### src/rtl/sc_cfg_scheduler.sv
`default_nettype none
// ============================================================================
// Module   : sc_cfg_scheduler
// Purpose  : Double-buffered configuration scheduler. Eight 32-bit shadow
//            registers are written at any time. A commit request applies the
//            dirty shadows to the active outputs on the next falling edge of
//            the active-low VSYNC, or after TIMEOUT_CLKS cycles without an
//            edge.
// Ports    : PCLK_i            - sole clock, rising edge
//            reset             - synchronous active-high reset
//            VSYNC_i           - active-low vertical sync
//            cfg_wr_i          - shadow write strobe
//            cfg_sel_i         - shadow select (0..7)
//            cfg_data_i        - shadow write data
//            cfg_commit_i      - request apply at next frame boundary
//            cfg_busy_o        - scheduler not idle
//            cfg_done_o        - one-cycle commit-complete pulse
//            cfg_timeout_o     - commit was forced by timeout (with done)
//            resync_o          - any of registers 0-4 applied (with done)
//            *_config*_o       - active configuration registers
// Revision : 1.0 - initial release
// ============================================================================
module sc_cfg_scheduler #(
    parameter logic [21:0] TIMEOUT_CLKS = 22'd2000000
) (
    input  logic        PCLK_i,
    input  logic        reset,
    input  logic        VSYNC_i,
    input  logic        cfg_wr_i,
    input  logic [2:0]  cfg_sel_i,
    input  logic [31:0] cfg_data_i,
    input  logic        cfg_commit_i,
    output logic        cfg_busy_o,
    output logic        cfg_done_o,
    output logic        cfg_timeout_o,
    output logic        resync_o,
    output logic [31:0] hv_out_config_o,
    output logic [31:0] hv_out_config2_o,
    output logic [31:0] hv_out_config3_o,
    output logic [31:0] xy_out_config_o,
    output logic [31:0] xy_out_config2_o,
    output logic [31:0] misc_config_o,
    output logic [31:0] sl_config_o,
    output logic [31:0] sl_config2_o
);

    localparam logic [21:0] c_CNT_LIMIT = TIMEOUT_CLKS - 22'd1;

    typedef enum logic [1:0] {
        S_IDLE    = 2'd0,
        S_PENDING = 2'd1,
        S_APPLY   = 2'd2,
        S_DONE    = 2'd3
    } state_t;

    state_t      r_state;
    state_t      w_state_nxt;

    logic        r_vs_prev;
    logic        w_vs_fall;
    logic [31:0] r_shadow [8];
    logic [31:0] r_active [8];
    logic [7:0]  r_dirty;
    logic [7:0]  w_wr_mask;
    logic [7:0]  w_apply_mask;
    logic [21:0] r_cnt;
    logic        r_timeout;
    logic        r_resync;
    logic        w_start_pend;
    logic        w_timeout_hit;

    assign w_vs_fall    = r_vs_prev & ~VSYNC_i;
    assign w_wr_mask    = cfg_wr_i ? (8'd1 << cfg_sel_i) : 8'd0;
    // Only the bits that were dirty when APPLY began are consumed; a write
    // landing in the APPLY cycle re-sets its bit and waits for a later commit.
    assign w_apply_mask = (r_state == S_APPLY) ? r_dirty : 8'd0;

    // ------------------------------------------------------------------
    // State register
    // ------------------------------------------------------------------
    always_ff @(posedge PCLK_i) begin
        if (reset) begin
            r_state <= S_IDLE;
        end else begin
            r_state <= w_state_nxt;
        end
    end

    // ------------------------------------------------------------------
    // Next-state logic
    // ------------------------------------------------------------------
    always_comb begin
        w_state_nxt   = r_state;
        w_start_pend  = 1'b0;
        w_timeout_hit = 1'b0;
        case (r_state)
            S_IDLE: begin
                // A VSYNC edge in the commit cycle itself is deliberately
                // ignored: the apply waits for the following edge.
                if (cfg_commit_i) begin
                    if (r_dirty != 8'd0) begin
                        w_state_nxt  = S_PENDING;
                        w_start_pend = 1'b1;
                    end else begin
                        w_state_nxt  = S_DONE;
                    end
                end
            end
            S_PENDING: begin
                // Edge has priority over the timeout limit.
                if (w_vs_fall) begin
                    w_state_nxt   = S_APPLY;
                end else if (r_cnt == c_CNT_LIMIT) begin
                    w_state_nxt   = S_APPLY;
                    w_timeout_hit = 1'b1;
                end
            end
            S_APPLY: w_state_nxt = S_DONE;
            S_DONE:  w_state_nxt = S_IDLE;
            default: w_state_nxt = S_IDLE;
        endcase
    end

    // ------------------------------------------------------------------
    // Datapath: edge detect, counter, shadows, dirty mask, active regs
    // ------------------------------------------------------------------
    always_ff @(posedge PCLK_i) begin
        if (reset) begin
            r_vs_prev <= 1'b0;
            r_cnt     <= 22'd0;
            r_dirty   <= 8'd0;
            r_timeout <= 1'b0;
            r_resync  <= 1'b0;
            for (int i = 0; i < 8; i++) begin
                r_shadow[i] <= 32'd0;
                r_active[i] <= 32'd0;
            end
        end else begin
            r_vs_prev <= VSYNC_i;

            if (w_start_pend) begin
                r_cnt <= 22'd0;
            end else if (r_state == S_PENDING) begin
                r_cnt <= r_cnt + 22'd1;
            end

            // Flags are cleared while idle so an empty commit reports neither.
            if (r_state == S_IDLE) begin
                r_timeout <= 1'b0;
                r_resync  <= 1'b0;
            end else if (w_timeout_hit) begin
                r_timeout <= 1'b1;
            end

            if (r_state == S_APPLY) begin
                r_resync <= |r_dirty[4:0];
                for (int i = 0; i < 8; i++) begin
                    if (r_dirty[i]) begin
                        r_active[i] <= r_shadow[i];
                    end
                end
            end

            if (cfg_wr_i) begin
                r_shadow[cfg_sel_i] <= cfg_data_i;
            end

            r_dirty <= (r_dirty & ~w_apply_mask) | w_wr_mask;
        end
    end

    // ------------------------------------------------------------------
    // Outputs
    // ------------------------------------------------------------------
    assign cfg_busy_o       = (r_state != S_IDLE);
    assign cfg_done_o       = (r_state == S_DONE);
    assign cfg_timeout_o    = cfg_done_o & r_timeout;
    assign resync_o         = cfg_done_o & r_resync;

    assign hv_out_config_o  = r_active[0];
    assign hv_out_config2_o = r_active[1];
    assign hv_out_config3_o = r_active[2];
    assign xy_out_config_o  = r_active[3];
    assign xy_out_config2_o = r_active[4];
    assign misc_config_o    = r_active[5];
    assign sl_config_o      = r_active[6];
    assign sl_config2_o     = r_active[7];

endmodule
`default_nettype wire

### config.mk
export PLATFORM = sky130hd
export DESIGN_NAME = sc_cfg_scheduler
export DESIGN_NICKNAME = d
export VERILOG_FILES = /design/src/rtl/sc_cfg_scheduler.sv
export SDC_FILE = /design/constraint.sdc
export NUM_CORES = 1
export LEC_CHECK = 0
export ABC_AREA = 0
export BUFFER_PORTS_ARGS = -buffer_cell sky130_fd_sc_hd__clkbuf_2
export CAP_MARGIN = 30
export CORE_MARGIN = 2
export CORE_UTILIZATION = 36
export DETAILED_ROUTE_END_ITERATION = 10
export GPL_TIMING_DRIVEN = 0
export HOLD_SLACK_MARGIN = 0.05
export PLACE_DENSITY = 0.54
export SYNTH_ARGS = -nofsm -noshare
export SYNTH_HDL_FRONTEND = slang
export SYNTH_SLANG_ARGS = --single-unit
### constraint.sdc
create_clock -name PCLK_i -period 4.1 [get_ports PCLK_i]
set_input_delay 0.205 -clock PCLK_i [delete_from_list [all_inputs] [get_ports PCLK_i]]
set_output_delay 0.205 -clock PCLK_i [all_outputs]
set_load 0.02 [all_outputs]
==> run summary <==
Post-route ant nets - 0
Cell family with most CP delay - buffers and inverters
Pins Over Slew Limit - 0
Clk Latency, worst-skew pair - 0.61 ns
Cells along the critical path - clkbuf_2 -> inv_1 -> clkbuf_1 -> clkbuf_1 -> nand2_1 -> buf_16
Synth area leader - edfxtp_1
Crit path DAT - 2.80 ns
Internal power - 9.42 mW
CTS tree - built
Ys Warns - 0
Number of flops mapped to enable cells by yosys - 448
Period utilisation layout - 0.600
P_sw - 2.94 mW
Max Cap Violations - 0
Vias in the first global route - 11.9k
Max FO, Critical Path - 20
Clock Sinks - 547
Setup crit start kind - input port
Pin count of the biggest net entering global routing - 33
IO Pins - 300
Drt via density - 4.67
Peak VDD IR - 0.000304 V
IO Port Bufs - 299
Postcts setup bufs - 0
Fillers - 5158
Clock network power share - 0.405
Yosys top cell area share - 0.660
Initial DRT Pass Iterations - 5
Lkg Pwr - 10.5 nW
Total CTS buffers - 57
CP endpoint kind - flop
Post-DP HPWL - 37700 µm
Predominant post-synthesis flop cell - edfxtp_1
Placeable core region - 56200 µm²
Share of cells above drive strength 1 - 0.276
Cell variety after synth - 43
Sequential share of power - 0.517
Hold crit path type - input port to flop
WL final - 52400 µm
Multi-input gate area - 4640 µm²
Slowest stage delay, CP - 0.72 ns
Rows - 87
Top-count cell post-synth - edfxtp_1
FF+latch count, synth - 547
CTS resizes - 0
Storage element area - 15400 µm²
First-pass GRT wire length - 76900 µm
Initial antenna violation count - 6
Nets - 1748
Sum Neg Setup Slack - 0 ns
Mapped Area - 20400 µm²
Seq/Total Area, Yosys - 0.757
RSZ-0062 raised after global routing - no
Crit Path Category - input port to flop
DRT iter0 DRCs - 716
Worst-Margin Slew - 0.930 ns
Most Frequent Cell on Critical Path - clkbuf_1
Total die area - 58600 µm²
FMAX - 407 MHz
Final hold vios - 0
Top post-synthesis cells by count - edfxtp_1, and2_1, and3_1
Crit path max-delay cell type - nand2_1
Net Count, Synth - 1358
Htree depth - 2
Mapped Cells - 1313
Final Util - 0.448
Sw Ratio - 0.238
Die width - 242 µm
Worst-path clk slew - 0.06 ns
Total gr overflow - 0
FFs w/ async S/R, synth - 0
Placer congestion estimate - 0.771
DRC - 0
Routed len/inst - 20.9 µm
Worst relative slew slack - 0.376
Comb power frac - 0.079
Worst Clk Skew - 0.0201 ns
Max clock buf depth - 3
Root Driver - clkbuf_16
Power per cell area - 491 nW/µm²
Final Setup Violations - 0
Min Tclk post-route - 2.46 ns
CP bufs+invs - 5
Via count - 11.7k
Die height - 242 µm
Status - complete, no violations
Largest cells by area after synthesis - edfxtp_1, dfxtp_1, and2_1
Total GRT Usage - 0.178
Avg Cell Area, Syn - 15.5 µm²
Worst Path Required - 4.44 ns
P&R area growth vs syn - 23.5%
Initial Util - 0.363
[worst reg2reg max path, cell delays in order (launching register included)]
cell and delay [ns]:
dfxtp_1 0.33, inv_1 0.10, ha_1 0.22, clkbuf_1 0.47, nand2_1 0.11, nand2_1 0.60, buf_16 0.24
[sequential cells by signal (all words and copies together) (netlist names)]
| signal | count |
|---|---|
| r_timeout | 1 |
| r_active | 256 |
| r_state | 2 |
| r_resync | 1 |
| r_shadow | 256 |
| r_vs_prev | 1 |
| r_cnt | 22 |
| r_dirty | 8 |
[repair_timing]
action | 4_1_cts | 5_1_grt
hold buffers | 20 | 0
endpoints found under the setup margin | 0 | 0
endpoints found under the hold margin | 39 | 0
[metrics by stage]
step	power, mW	instance area, µm²	setup slack (ns)	hold slack [ns]	std cells
floorplan	7.01	20400	0.616	0.351	1313
global placement	7.44	22800	-1.07	0.462	2368
detailed placement	7.49	23200	1.03	0.469	2380
CTS	12.5	25200	1.66	0.0585	2506
global route	12.8	25200	1.53	0.0778	2507
finish	12.4	25200	1.64	0.0918	2514
[power by group through the flow]
stage	Sequential [mW]	Combinational, mW	Clock (mW)
global route	6.42	1.05	5.34
finish	6.39	0.973	5.00
floorplan	6.64	0.364	0
global placement	6.52	0.917	0
CTS	6.40	0.993	5.13
detailed placement	6.51	0.974	0
[final timing paths]
path                       start               to  slack (ns)  cells after the start
setup / recovery           reset  r_active[0][90]        1.64                      6
hold / removal    cfg_data_i[27]  r_shadow[7][27]        0.09                      2
setup reg to reg      r_state[0]  r_active[0][90]        1.73                      6
hold reg to reg        r_cnt[21]        r_cnt[21]        0.49                      2
[placed cells by master, fill, tap and decap left out, types with 4 or more instances in the layout]
cell type | synthesis | final
nand2_1 | 27 | 23
nor2_1 | 17 | 17
nor3_1 | 7 | 7
mux2i_1 | 4 | 4
dlygate4sd3_1 | 0 | 20
nand3b_1 | 4 | 4
nand2_2 | 1 | 5
buf_4 | 6 | 6
clkbuf_1 | 70 | 83
dfxtp_1 | 99 | 99
buf_6 | 4 | 4
or3_1 | 5 | 5
nand3_1 | 10 | 10
bufinv_16 | 0 | 4
nor2b_1 | 66 | 66
ha_1 | 5 | 5
and2_1 | 196 | 196
buf_16 | 0 | 7
a21o_1 | 10 | 10
or4_1 | 5 | 5
o31ai_1 | 4 | 4
inv_1 | 6 | 6
clkinv_2 | 0 | 10
edfxtp_1 | 448 | 448
o21ai_4 | 0 | 5
diode_2 | 0 | 8
and3_1 | 196 | 196
mux2_2 | 64 | 64
clkbuf_16 | 0 | 58
clkinv_1 | 0 | 15
a21oi_1 | 11 | 11
clkbuf_2 | 0 | 299
o21ai_0 | 12 | 7
and4_1 | 4 | 4
buf_2 | 2 | 4
xor2_1 | 7 | 7
[metal layers]
| metal | global-route usage | up-vias | routed length [µm] |
|---|---|---|---|
| met5 | 0 | - | 0 |
| met4 | 0.0514 | 0 | 1270 |
| met3 | 0.0517 | 88 | 3650 |
| met2 | 0.300 | 302 | 25500 |
| met1 | 0.222 | 5776 | 22000 |
| li1 | - | 5578 | - |
[kinds of logic after synthesis]
logic type / count (synthesis) / share of synthesized area
simple gates: 552 / 0.166
buf+inv: 89 / 0.0191
flops: 547 / 0.757
compound gates: 42 / 0.0135
mux: 68 / 0.0373
fa+ha+maj: 5 / 0.00307
xor+xnor: 10 / 0.00430
[final cells by class]
cell class,count,share of cell area
sequential,547,0.613
multi-input combinational,677,0.184
buffer,83,0.0146
inverter,6,0.000894
tap,756,0.0376
clock buffer,72,0.0601
clock inverter,34,0.0114
timing repair buffer,331,0.0778
antenna,8,0.000795
No activity file was read; power rests on OpenSTA's default activity.
